$ cat config.mk
export PLATFORM = sky130hd
export DESIGN_NAME = l1pa_regfile_loader
export DESIGN_NICKNAME = d
export VERILOG_FILES = /design/src/rtl/memShare_config_pkg.sv /design/src/rtl/l1pa_regfile_loader_if.sv /design/src/rtl/l1pa_page_assembler.sv /design/src/rtl/l1pa_regfile_loader.sv
export SDC_FILE = /design/constraint.sdc
export NUM_CORES = 1
export LEC_CHECK = 0
export ABC_AREA = 0
export CAP_MARGIN = 20
export CORE_MARGIN = 3
export CORE_UTILIZATION = 53
export CTS_CLUSTER_SIZE = 20
export DETAILED_ROUTE_END_ITERATION = 16
export PLACE_DENSITY = 0.75
export SYNTH_ARGS = -nofsm -noshare
export SYNTH_HDL_FRONTEND = slang
export SYNTH_HIERARCHICAL = 1
export SYNTH_SLANG_ARGS = --single-unit
export TNS_END_PERCENT = 1
$ cat constraint.sdc
create_clock -name sys_clk -period 2.4 [get_ports sys_clk]
set_input_delay 0.72 -clock sys_clk [delete_from_list [all_inputs] [get_ports sys_clk]]
set_output_delay 0.72 -clock sys_clk [all_outputs]
set_load 0.01 [all_outputs]
$ cat src/rtl/memShare_config_pkg.sv
// Shared constants and state type for the L1PA register-file loader.
// Imported by the loader top level and its page assembler.
package memShare_config_pkg;

    localparam int L1PA_REGFILE_PAGE_NUM   = 8;
    localparam int L1PA_REGFILE_PAGE_WIDTH = 10;
    localparam int L1PA_REGFILE_ADDR_WIDTH = 3;

    typedef enum logic [1:0] {
        IDLE,
        COLLECT,
        WRITE,
        DONE
    } l1pa_ldr_state_e;

    function automatic int wordsPerPage(input int pageW, input int wordW);
        return (pageW + wordW - 1) / wordW;
    endfunction

endpackage

$ cat src/rtl/l1pa_regfile_loader_if.sv
// Valid/ready word stream carrying configuration data into the loader.
// The master drives data and valid; the slave returns ready.
interface l1pa_regfile_loader_if #(
    parameter int W = 4
);
    logic [W-1:0] data;
    logic         valid;
    logic         ready;

    modport master (output data, output valid, input ready);
    modport slave  (input data, input valid, input ready);
endinterface

$ cat src/rtl/l1pa_page_assembler.sv
// Packs LSB-first stream words into one register-file page.
// Bits of the last word beyond the page width are dropped.
module l1pa_page_assembler
    import memShare_config_pkg::*;
#(
    parameter int CFG_WORD_WIDTH = 4,
    parameter int PAGE_WIDTH     = L1PA_REGFILE_PAGE_WIDTH
) (
    input  logic                  sys_clk,
    input  logic                  rstn,
    input  logic                  clr,
    l1pa_regfile_loader_if.slave  cfg,
    output logic [PAGE_WIDTH-1:0] pageNxt,
    output logic                  pageLast
);

    localparam int WPP   = wordsPerPage(PAGE_WIDTH, CFG_WORD_WIDTH);
    localparam int CNT_W = (WPP > 1) ? $clog2(WPP) : 1;

    logic [PAGE_WIDTH-1:0] asmQ;
    logic [CNT_W-1:0]      wordCnt;
    logic                  accept;

    assign accept   = cfg.valid & cfg.ready;
    assign pageLast = accept && (wordCnt == CNT_W'(WPP - 1));

    // Page as it will look once the word on the bus is taken.
    always_comb begin
        pageNxt = asmQ;
        for (int b = 0; b < PAGE_WIDTH; b++) begin
            if (wordCnt == CNT_W'(b / CFG_WORD_WIDTH)) begin
                pageNxt[b] = cfg.data[b % CFG_WORD_WIDTH];
            end
        end
    end

    always_ff @(posedge sys_clk or negedge rstn) begin
        if (!rstn) begin
            asmQ    <= '0;
            wordCnt <= '0;
        end else if (clr) begin
            asmQ    <= '0;
            wordCnt <= '0;
        end else if (accept) begin
            asmQ    <= pageNxt;
            wordCnt <= pageLast ? '0 : wordCnt + CNT_W'(1);
        end
    end

endmodule

$ cat src/rtl/l1pa_regfile_loader.sv
// Loads a run of register-file pages from a word stream and writes
// each page to the regType0 port one cycle after its last word.
module l1pa_regfile_loader
    import memShare_config_pkg::*;
#(
    parameter int CFG_WORD_WIDTH = 4,
    parameter int PAGE_NUM       = L1PA_REGFILE_PAGE_NUM,
    parameter int PAGE_WIDTH     = L1PA_REGFILE_PAGE_WIDTH,
    parameter int ADDR_WIDTH     = L1PA_REGFILE_ADDR_WIDTH
) (
    input  logic                      sys_clk,
    input  logic                      rstn,
    input  logic                      start_i,
    input  logic [ADDR_WIDTH:0]       page_cnt_i,
    input  logic [CFG_WORD_WIDTH-1:0] cfg_data_i,
    input  logic                      cfg_valid_i,
    output logic                      cfg_ready_o,
    output logic [ADDR_WIDTH-1:0]     regType0_waddr_o,
    output logic [PAGE_WIDTH-1:0]     regType0_wdata_o,
    output logic                      regType0_we_o,
    output logic                      busy_o,
    output logic                      done_o,
    output logic                      err_o
);

    l1pa_ldr_state_e       state;
    logic [ADDR_WIDTH-1:0] pageIdx;
    logic [ADDR_WIDTH:0]   pageCnt;
    logic                  startOk;
    logic                  lastPage;
    logic                  clr;
    logic                  pageLast;
    logic [PAGE_WIDTH-1:0] pageNxt;

    l1pa_regfile_loader_if #(.W(CFG_WORD_WIDTH)) cfgIf ();

    assign cfgIf.data  = cfg_data_i;
    assign cfgIf.valid = cfg_valid_i;
    assign cfgIf.ready = cfg_ready_o;

    assign startOk  = start_i
                   && (page_cnt_i != '0)
                   && (page_cnt_i <= (ADDR_WIDTH + 1)'(PAGE_NUM));
    assign clr      = (state == IDLE) && startOk;
    assign lastPage = ({1'b0, pageIdx} == (pageCnt - 1'b1));

    l1pa_page_assembler #(
        .CFG_WORD_WIDTH (CFG_WORD_WIDTH),
        .PAGE_WIDTH     (PAGE_WIDTH)
    ) u_asm (
        .sys_clk  (sys_clk),
        .rstn     (rstn),
        .clr      (clr),
        .cfg      (cfgIf.slave),
        .pageNxt  (pageNxt),
        .pageLast (pageLast)
    );

    always_ff @(posedge sys_clk or negedge rstn) begin
        if (!rstn) begin
            state            <= IDLE;
            pageIdx          <= '0;
            pageCnt          <= '0;
            cfg_ready_o      <= 1'b0;
            regType0_waddr_o <= '0;
            regType0_wdata_o <= '0;
            regType0_we_o    <= 1'b0;
            busy_o           <= 1'b0;
            done_o           <= 1'b0;
            err_o            <= 1'b0;
        end else begin
            unique case (state)
                IDLE: begin
                    if (startOk) begin
                        state       <= COLLECT;
                        pageIdx     <= '0;
                        pageCnt     <= page_cnt_i;
                        err_o       <= 1'b0;
                        busy_o      <= 1'b1;
                        cfg_ready_o <= 1'b1;
                    end else if (start_i) begin
                        err_o <= 1'b1;
                    end
                end
                COLLECT: begin
                    if (pageLast) begin
                        state            <= WRITE;
                        cfg_ready_o      <= 1'b0;
                        regType0_we_o    <= 1'b1;
                        regType0_waddr_o <= pageIdx;
                        regType0_wdata_o <= pageNxt;
                    end
                end
                WRITE: begin
                    regType0_we_o <= 1'b0;
                    if (lastPage) begin
                        state  <= DONE;
                        done_o <= 1'b1;
                    end else begin
                        state       <= COLLECT;
                        pageIdx     <= pageIdx + 1'b1;
                        cfg_ready_o <= 1'b1;
                    end
                end
                DONE: begin
                    state  <= IDLE;
                    done_o <= 1'b0;
                    busy_o <= 1'b0;
                end
                default: state <= IDLE;
            endcase
        end
    end

endmodule

==> results.cfg, run 1 <==
[power_and_ir_drop]
switching_share = 0.3483
power_density_nw_per_um2 = 1160
pwr-share-seq = 0.423
power_frac_clock = 0.124
p_int_w = 0.001817
peakVddDrop_uv = 608.6
leakagePower_nw = 1.141
p_switching_w = 0.0009710
power_frac_comb = 0.454

[sta]
fin_setup_tns_ps = 0
relSlewSlack = 0.6153
drv_slew = 0
period_minus_slack_ps = 2228
finalCritPeriodShare = 0.9283
setup_viol = 0
tightest_slew_ps = 577.1
setup_slack_ps = 172.1
rsz0062_at_grt = false
fmax_ghz = 0.4489
hold_viol_final = 0
fin_skew_ps = 6.830

[global_route]
first_global_vias = 1456
grt_antenna_before_repair = 0
grt_overflow = 0
grt_usage = 0.2109
grt_max_degree = 27
grt_pass1_wl_mm = 6.775

[cells_and_area]
fillCellCount = 256
syn2layout_area_growth_pct = 25.47
layout-drive-gt1-share = 0.2647
n_antenna_cell = 0
final_cells = 250
nets = 218

[clock_network]
cts_buffer_depth = 2
clk_latency_ps = 340
cts_hold_buf = 0
post_cts_buffers = 0
clock_sinks = 39
root_buffer = clkbuf_4
clk_pin_slew_ps = 110
cts_max_level = 2
cts_buffers = 5
ctsResizeCount = 0
tritoncts = built

[floorplan]
rows = 21
die_h_um = 66.12
dieArea_um2 = 4372
core_um2 = 3416
die_x_um = 66.12
initial_core_util = 0.5608
boundaryPins = 30

[logic_synthesis]
synthesis.nets = 171
synthCells = 157
yosysTopAreaCell = dfrtp_1
yosysMostFrequentCell = dfrtp_1
synth-main-ff-cell = dfrtp_1
synth_commonest_cells = dfrtp_1, mux2_2, nand2b_1, mux2i_1
yosysTopAreaCellShare = 0.5095
syn_area_um2 = 1916
ys_seq_elements = 39
ys_types = 35
ys_seq_area_frac = 0.5095
syn_avg_cell_area_um2 = 12.20
ys_warn_count = 6
synth-async-reset-ratio = 1.000
synth_area_leaders = dfrtp_1, mux2_2, mux2i_1, nand2b_1, mux2_1
synth_edf_count = 0

[placed_design]
place_congestion = 0.7725
port_buffers = 29
dp_slack_ps = -190.0
dp_hpwl_mm = 3.001
placedCellCount = 243

[routing]
drc = 0
vias = 1341
firstDrtPassIters = 4
vias_per_cell = 5.364
totalWireLength_mm = 3.942
final_antenna_net_count = 0
drtIter0Drc = 45
wl_per_cell_um = 15.77

[critical_path]
r2r_start = pageCnt[0]
cp-end-kind = register
arrival_ps = 2500
path_class = in -> reg
crit_path_start_kind = input pin
cp.required_ps = 2670
r2r_cells = 6
critPathMaxFanout = 15
r2r-end = pageIdx[1]
r2r_setup_slack_ps = 380

[outcome]
status = complete, no violations

[worst_hold_path]
hold_class = in -> async

[flow_run]
drv_cap = 0
==> worst max-delay path by stage <==
stage,startpoint,to,cells past startpoint
global placement,page_cnt_i[1],u_asm/asmQ[4],7
CTS,page_cnt_i[1],u_asm/asmQ[1],7
global route,page_cnt_i[1],u_asm/asmQ[5],8
detailed placement,page_cnt_i[1],u_asm/asmQ[5],7
floorplan,page_cnt_i[1],u_asm/asmQ[4],7
finish,page_cnt_i[1],u_asm/asmQ[1],7
==> cells by family after synthesis <==
kind of cell / after synthesis / share of synthesized area
and+or+nand+nor: 42 / 0.1378
DFF: 39 / 0.5095
muxes: 36 / 0.2051
AOI/OAI and AO/OA: 23 / 0.08426
buffers and inverters: 11 / 0.02416
xor gates and xnor gates: 4 / 0.02613
adders and majority gates: 2 / 0.01306
==> stage by stage <==
| step | total power (W) | area (um^2) | hold slack, ps | util |
|---|---|---|---|---|
| after CTS | 0.002812 | 2404 | 373.2 | 0.7037 |
| final | 0.002788 | 2404 | 360.8 | 0.7037 |
| after floorplan | 0.001968 | 1916 | 424.4 | - |
| after detailed placement | 0.002468 | 2347 | 483.1 | 0.6872 |
| after global placement | 0.002401 | 2347 | 459.2 | 0.6872 |
| after global routing | 0.002996 | 2404 | 376.3 | 0.7037 |
==> cell type report <==
class,count,area [um^2],area share
Clock inverter,1,5.005,0.002082
Clock buffer,6,51.30,0.02134
Sequential cell,39,975.9,0.4060
Timing Repair Buffer,43,390.4,0.1624
Inverter,8,30.03,0.01249
Tap cell,46,57.56,0.02395
Multi-Input combinational cell,107,893.4,0.3717
==> state kept, by name, summed over array words and instances, names as in the netlist <==
name,count
regType0_wdata_o,10
u_asm/asmQ,10
pageCnt,4
pageIdx,3
regType0_waddr_o,3
state,2
u_asm/wordCnt,2
busy_o,1
cfg_ready_o,1
done_o,1
err_o,1
regType0_we_o,1
==> power groups by stage <==
stage	Clock [W]	Sequential, W	Combinational (W)
6_report	0.000344	0.00118	0.00126
5_1_grt	0.000387	0.00122	0.00139
4_1_cts	0.000348	0.00118	0.00128
3_5_place_dp	0	0.00119	0.00128
3_3_place_gp	0	0.00117	0.00123
2_1_floorplan	0	0.00117	0.000797
==> routing by layer <==
metal,up-vias,global-route usage,part of all wire
met5,-,0,0
met3,5,0.04422,0.036
li1,651,-,-
met4,0,0.1015,0.014
met2,24,0.3333,0.49
met1,661,0.2747,0.46
==> critical path, cell delays in order <==
cell and delay, ps:
clkdlybuf4s50_1 420, or4_1 540, and3_1 210, nand2_2 70
inv_1 160, nand2b_1 240, mux2i_1 140
==> placed cells by master (no fill, tap or decap), drive strengths merged, types with 2 or more instances in the layout <==
cell type	netlist	final
ha	2	2
o21ai	5	5
clkdlybuf4s50	0	28
nor2b	3	3
clkbuf	1	6
a21bo	3	3
nor2	5	5
nand2	10	10
dfrtp	39	39
inv	8	8
mux2	26	26
nand4b	2	2
buf	2	15
xnor2	3	3
mux2i	10	10
nand2b	16	16
a21oi	7	7
No activity file was read; power rests on OpenSTA's default activity.
==> inputs of run 2 (changes only) <==
Settings changed: CORE_UTILIZATION 53 to 30, PLACE_DENSITY 0.75 to 0.46.
==> run 2 against run 1 <==
Effect of this change:
- sequential power about the same
- sequential share of layout area decreased by 2.2 points
- via count decreased by 2.6%
- maximum frequency decreased by 2.5%
- power increased by 8.8%
- routed wire length increased by 5.6%
- utilization decreased by 28 points
- setup slack got worse by 57 ps
- clock-buffer cell count unchanged
- combinational power about the same
- critical path type unchanged
- critical endpoint is now pageCnt[0]
- largest cell class unchanged
- highest routed layer unchanged
==> results.cfg, run 2 (synthesis gave the netlist of run 1 again) <==
[worst_hold_path]
hold_class = reg -> reg
worstHoldStart = done_o
holdPathStages = 2
hold_end = done_o

[cells_and_area]
top_regs = regType0_wdata_o x10, u_asm/asmQ x10, pageCnt x4
syn2layout_area_growth_pct = 32.72
fillCellCount = 579
layout_common_cells = dfrtp_1, clkdlybuf4s50_1, mux2_2, nand2b_1, buf_4
n_antenna_cell = 0
layout-drive-gt1-share = 0.2878
final_cells = 280
stdcell_area_um2 = 2542
nets = 218
final_common_cell = dfrtp_1

[sta]
setup_viol = 0
finalCritPeriodShare = 0.9520
fin_setup_tns_ps = 0
fmax_ghz = 0.4377
period_minus_slack_ps = 2285
setup_slack_ps = 115.2
relSlewSlack = 0.6608
hold_viol_final = 0
rsz0062_at_grt = false
fin_skew_ps = 4.939
tightest_slew_ps = 508.8
drv_slew = 0

[critical_path]
cp-end-kind = register
path_class = in -> reg
critPathMaxFanout = 4
r2r_setup_slack_ps = 400
crit_path_start_kind = input pin
arrival_ps = 2460
r2r_start = pageCnt[0]
r2r_cells = 6
cp.required_ps = 2570
r2r-end = pageIdx[1]

[global_route]
grt_pass1_wl_mm = 7.072
first_global_vias = 1387
grt_max_degree = 40
grt_usage = 0.1247
grt_antenna_before_repair = 0
grt_overflow = 0

[placed_design]
dpl_cell_area_um2 = 2389
port_buffers = 29
dp_slack_ps = -243.6
place_congestion = 0.7290
dp_hpwl_mm = 2.964
placedCellCount = 271

[clock_network]
cts_buffer_depth = 2
clk_pin_slew_ps = 80
cts_max_level = 2
root_buffer = clkbuf_8
tritoncts = built
clk_latency_ps = 290
cts_buffers = 5
clock_sinks = 39

[routing]
final_antenna_net_count = 0
drtIter0Drc = 52
vias_per_cell = 4.664
firstDrtPassIters = 4
vias = 1306
drc = 0
totalWireLength_mm = 4.164
wl_per_cell_um = 14.87

[floorplan]
die_x_um = 85.91
dieArea_um2 = 7381
die_h_um = 85.91
core_um2 = 6061
rows = 28
initial_core_util = 0.3161
boundaryPins = 30

[outcome]
status = complete, no violations

[power_and_ir_drop]
leakagePower_nw = 1.173
peakVddDrop_uv = 543.4
power_density_nw_per_um2 = 1193

[flow_run]
drv_cap = 0
## run 2: cell types whose count changed in the layout (fill, tap and decap cells not counted), moves of 2 or more
cell,previous run,this run
buf_4,14,12
clkbuf_4,5,0
clkbuf_8,1,6
clkinvlp_4,0,2
nand2b_1,16,14
nand2b_4,0,2
## run 2: report_power, final
group	leakage, nW	total [W]	internal (W)	switching [W]
logic	0.629	0.00129	0.000760	0.000535
clock network	0.0612	0.000566	0.000336	0.000230
registers	0.483	0.00117	0.000937	0.000236
total	1.17	0.00303	0.00203	0.00100
## run 2: routing by layer
metal,wire [um],track usage
met5,0,0
met4,29,0.03885
met1,1985,0.1658
met2,2012,0.1955
met3,137,0.03650
## run 2: final cells by class
class | count | area [um^2] | area share
repair buffers | 42 | 395.4 | 0.1555
clock buffers | 6 | 82.58 | 0.03248
well taps | 75 | 93.84 | 0.03691
flip-flops and latches | 39 | 975.9 | 0.3839
repair inverters | 1 | 7.507 | 0.002953
multi-input cells | 107 | 918.4 | 0.3612
clock inverters | 2 | 35.03 | 0.01378
inverters | 8 | 33.78 | 0.01329
## run 2: metrics by stage
stage | hold slack, ps | total power, W | util
2_1_floorplan | 424.4 | 0.001968 | -
3_3_place_gp | 462.2 | 0.002435 | 0.3941
3_5_place_dp | 462.5 | 0.002481 | 0.3941
4_1_cts | 483.3 | 0.003074 | 0.4135
5_1_grt | 524.9 | 0.003275 | 0.4195
6_report | 477.1 | 0.003034 | 0.4195
## run 2: how the worst max path moves through the flow
stage	to	from	slack [ps]	cells past startpoint
finish	pageCnt[0]	page_cnt_i[1]	120	6
global route	u_asm/asmQ[7]	page_cnt_i[1]	30	7
floorplan	u_asm/asmQ[4]	page_cnt_i[1]	270	7
CTS	u_asm/asmQ[1]	page_cnt_i[1]	80	7
detailed placement	u_asm/asmQ[1]	page_cnt_i[1]	-240	7
global placement	u_asm/asmQ[1]	page_cnt_i[1]	-160	7
## run 2: critical path, stage by stage
cell and delay (ps):
clkdlybuf4s50_1 410, or4_1 550, and3_4 200, nand2_4 100, buf_4 150, mux2_1 330
## run 2: timing repair
action | 4_1_cts | 5_1_grt
setup endpoints to repair | 0 | 4
hold buffers | 0 | 0
resized for setup | 0 | 6
endpoints found under the hold margin | 0 | 0
setup buffers | 0 | 0
==> inputs of run 3 (changes only) <==
Settings changed: CORE_ASPECT_RATIO from default to 1.75.
==> run 3 against run 2 <==
Effect of this change:
- routed wire length rose by 3.3%
- setup slack worse by 34 ps
- clock power up 0.7%
- sequential cell count stayed put
- first-iteration DRC count fell by 48%
- clock-buffer cell count unchanged
- register-to-register slack worse by 80 ps
- combinational power hardly changed
- non-clock buffer count is 1 lower
==> results.cfg, run 3 (synthesis gave the netlist of run 1 again) <==
[routing]
drtIter0Drc = 27
met3_length_um = 115
totalWireLength_mm = 4.300
vias_per_cell = 4.712
met2_length_mm = 2.565
wl_per_cell_um = 15.30
vias = 1324
wl_met1_mm = 1.543
maxUsedRoutingLayer = met4
firstDrtPassIters = 2
final_antenna_net_count = 0
drc = 0

[clock_network]
clk_pin_slew_ps = 80
root_buffer = clkbuf_8
post_cts_buffers = 0
ctsResizeCount = 0
cts_buffers = 5
cts_buffer_depth = 2
cts_hold_buf = 0
clk_latency_ps = 290
clock_sinks = 39
tritoncts = built
cts_max_level = 2

[critical_path]
crit_path_start_kind = input pin
critPathMaxStageDelay_ps = 550
arrival_ps = 2530
critPathMaxFanout = 15
cp_top_family = simple AND/OR/NAND/NOR gates
worstPathCellList = clkdlybuf4s50_1, or4_1, and3_1, nand2_2, inv_1, nand2b_1, mux2i_1
cp-end-kind = register
worst-path-buf-inv = 2
path_class = in -> reg
crit_slowest_cell = or4_1
cp.required_ps = 2610
r2r_setup_slack_ps = 320

[cells_and_area]
nets = 216
syn2layout_area_growth_pct = 29.98
final_util = 0.4137
layout-drive-gt1-share = 0.2611
fillCellCount = 609
n_antenna_cell = 0
top_regs = regType0_wdata_o x10, u_asm/asmQ x10, pageCnt x4
layout_common_cells = dfrtp_1, clkdlybuf4s50_1, mux2_2, nand2b_1, buf_4
final_common_cell = dfrtp_1

[floorplan]
dieArea_um2 = 7418
core_um2 = 6018
boundaryPins = 30
die_x_um = 66.41
die_h_um = 111.7
rows = 37
initial_core_util = 0.3183

[placed_design]
place_congestion = 0.7736
dp_slack_ps = -244.7
port_buffers = 29
dp_hpwl_mm = 3.348

[power_and_ir_drop]
peakVddDrop_uv = 457.3
leakagePower_nw = 1.158
power_density_nw_per_um2 = 1217

[global_route]
grt_overflow = 0
grt_pass1_wl_mm = 7.258
grt_usage = 0.1301
grt_antenna_before_repair = 0
first_global_vias = 1494
grt_max_degree = 40

[sta]
fmax_ghz = 0.4312
tightest_slew_ps = 510.0
period_minus_slack_ps = 2319
drv_slew = 0
rsz0062_at_grt = true
hold_viol_final = 0
relSlewSlack = 0.6600
setup_slack_ps = 80.84
fin_skew_ps = 7.610
finalCritPeriodShare = 0.9663
setup_viol = 0

[flow_run]
drv_cap = 0

[worst_hold_path]
hold_class = in -> async

[outcome]
status = complete, no violations
run 3: path summary, 6_finish.rpt:
kind | startpoint | to | cells past startpoint
worst max-delay path | page_cnt_i[1] | u_asm/asmQ[0] | 7
worst min-delay path | rstn | regType0_wdata_o[0] | 2
worst max register to register | pageCnt[0] | pageIdx[1] | 6
worst min register to register | done_o | done_o | 2
max in group asynchronous | rstn | regType0_waddr_o[2] | 2
min in group sys_clk | done_o | done_o | 2
run 3: layout make-up:
cell class	count	area, um^2	share of cell area
timing repair buffer	41	375.4	0.1508
multi-input combinational	107	893.4	0.3588
clock inverter	2	35.03	0.01407
sequential	39	975.9	0.3920
tap	78	97.59	0.03920
inverter	8	30.03	0.01206
clock buffer	6	82.58	0.03317
run 3: power breakdown:
part           switching [W]  internal, W  total (W)
Combinational       0.000561     0.000752    0.00131
Sequential          0.000209     0.000937    0.00115
Clock               0.000234     0.000337   0.000570
run 3: stage by stage:
| stage | TNS, ps | area (um^2) | hold slack [ps] | instances | power, W |
|---|---|---|---|---|---|
| 2_1_floorplan | 0 | 1916 | 424.4 | 157 | 0.001968 |
| 3_3_place_gp | -2390 | 2372 | 465.3 | 273 | 0.002466 |
| 3_5_place_dp | -3152 | 2372 | 473.3 | 273 | 0.002512 |
| 4_1_cts | 0 | 2490 | 492.8 | 281 | 0.003093 |
| 5_1_grt | -89.25 | 2490 | 510.1 | 281 | 0.003249 |
| 6_report | 0 | 2490 | 474.7 | 281 | 0.003030 |
run 3: routing by layer:
layer  vias to the layer above  global-route usage
met1                       655              0.1311
li1                        640                   -
met2                        22              0.2415
met4                         0             0.05970
met3                         7             0.02926
met5                         -                   0
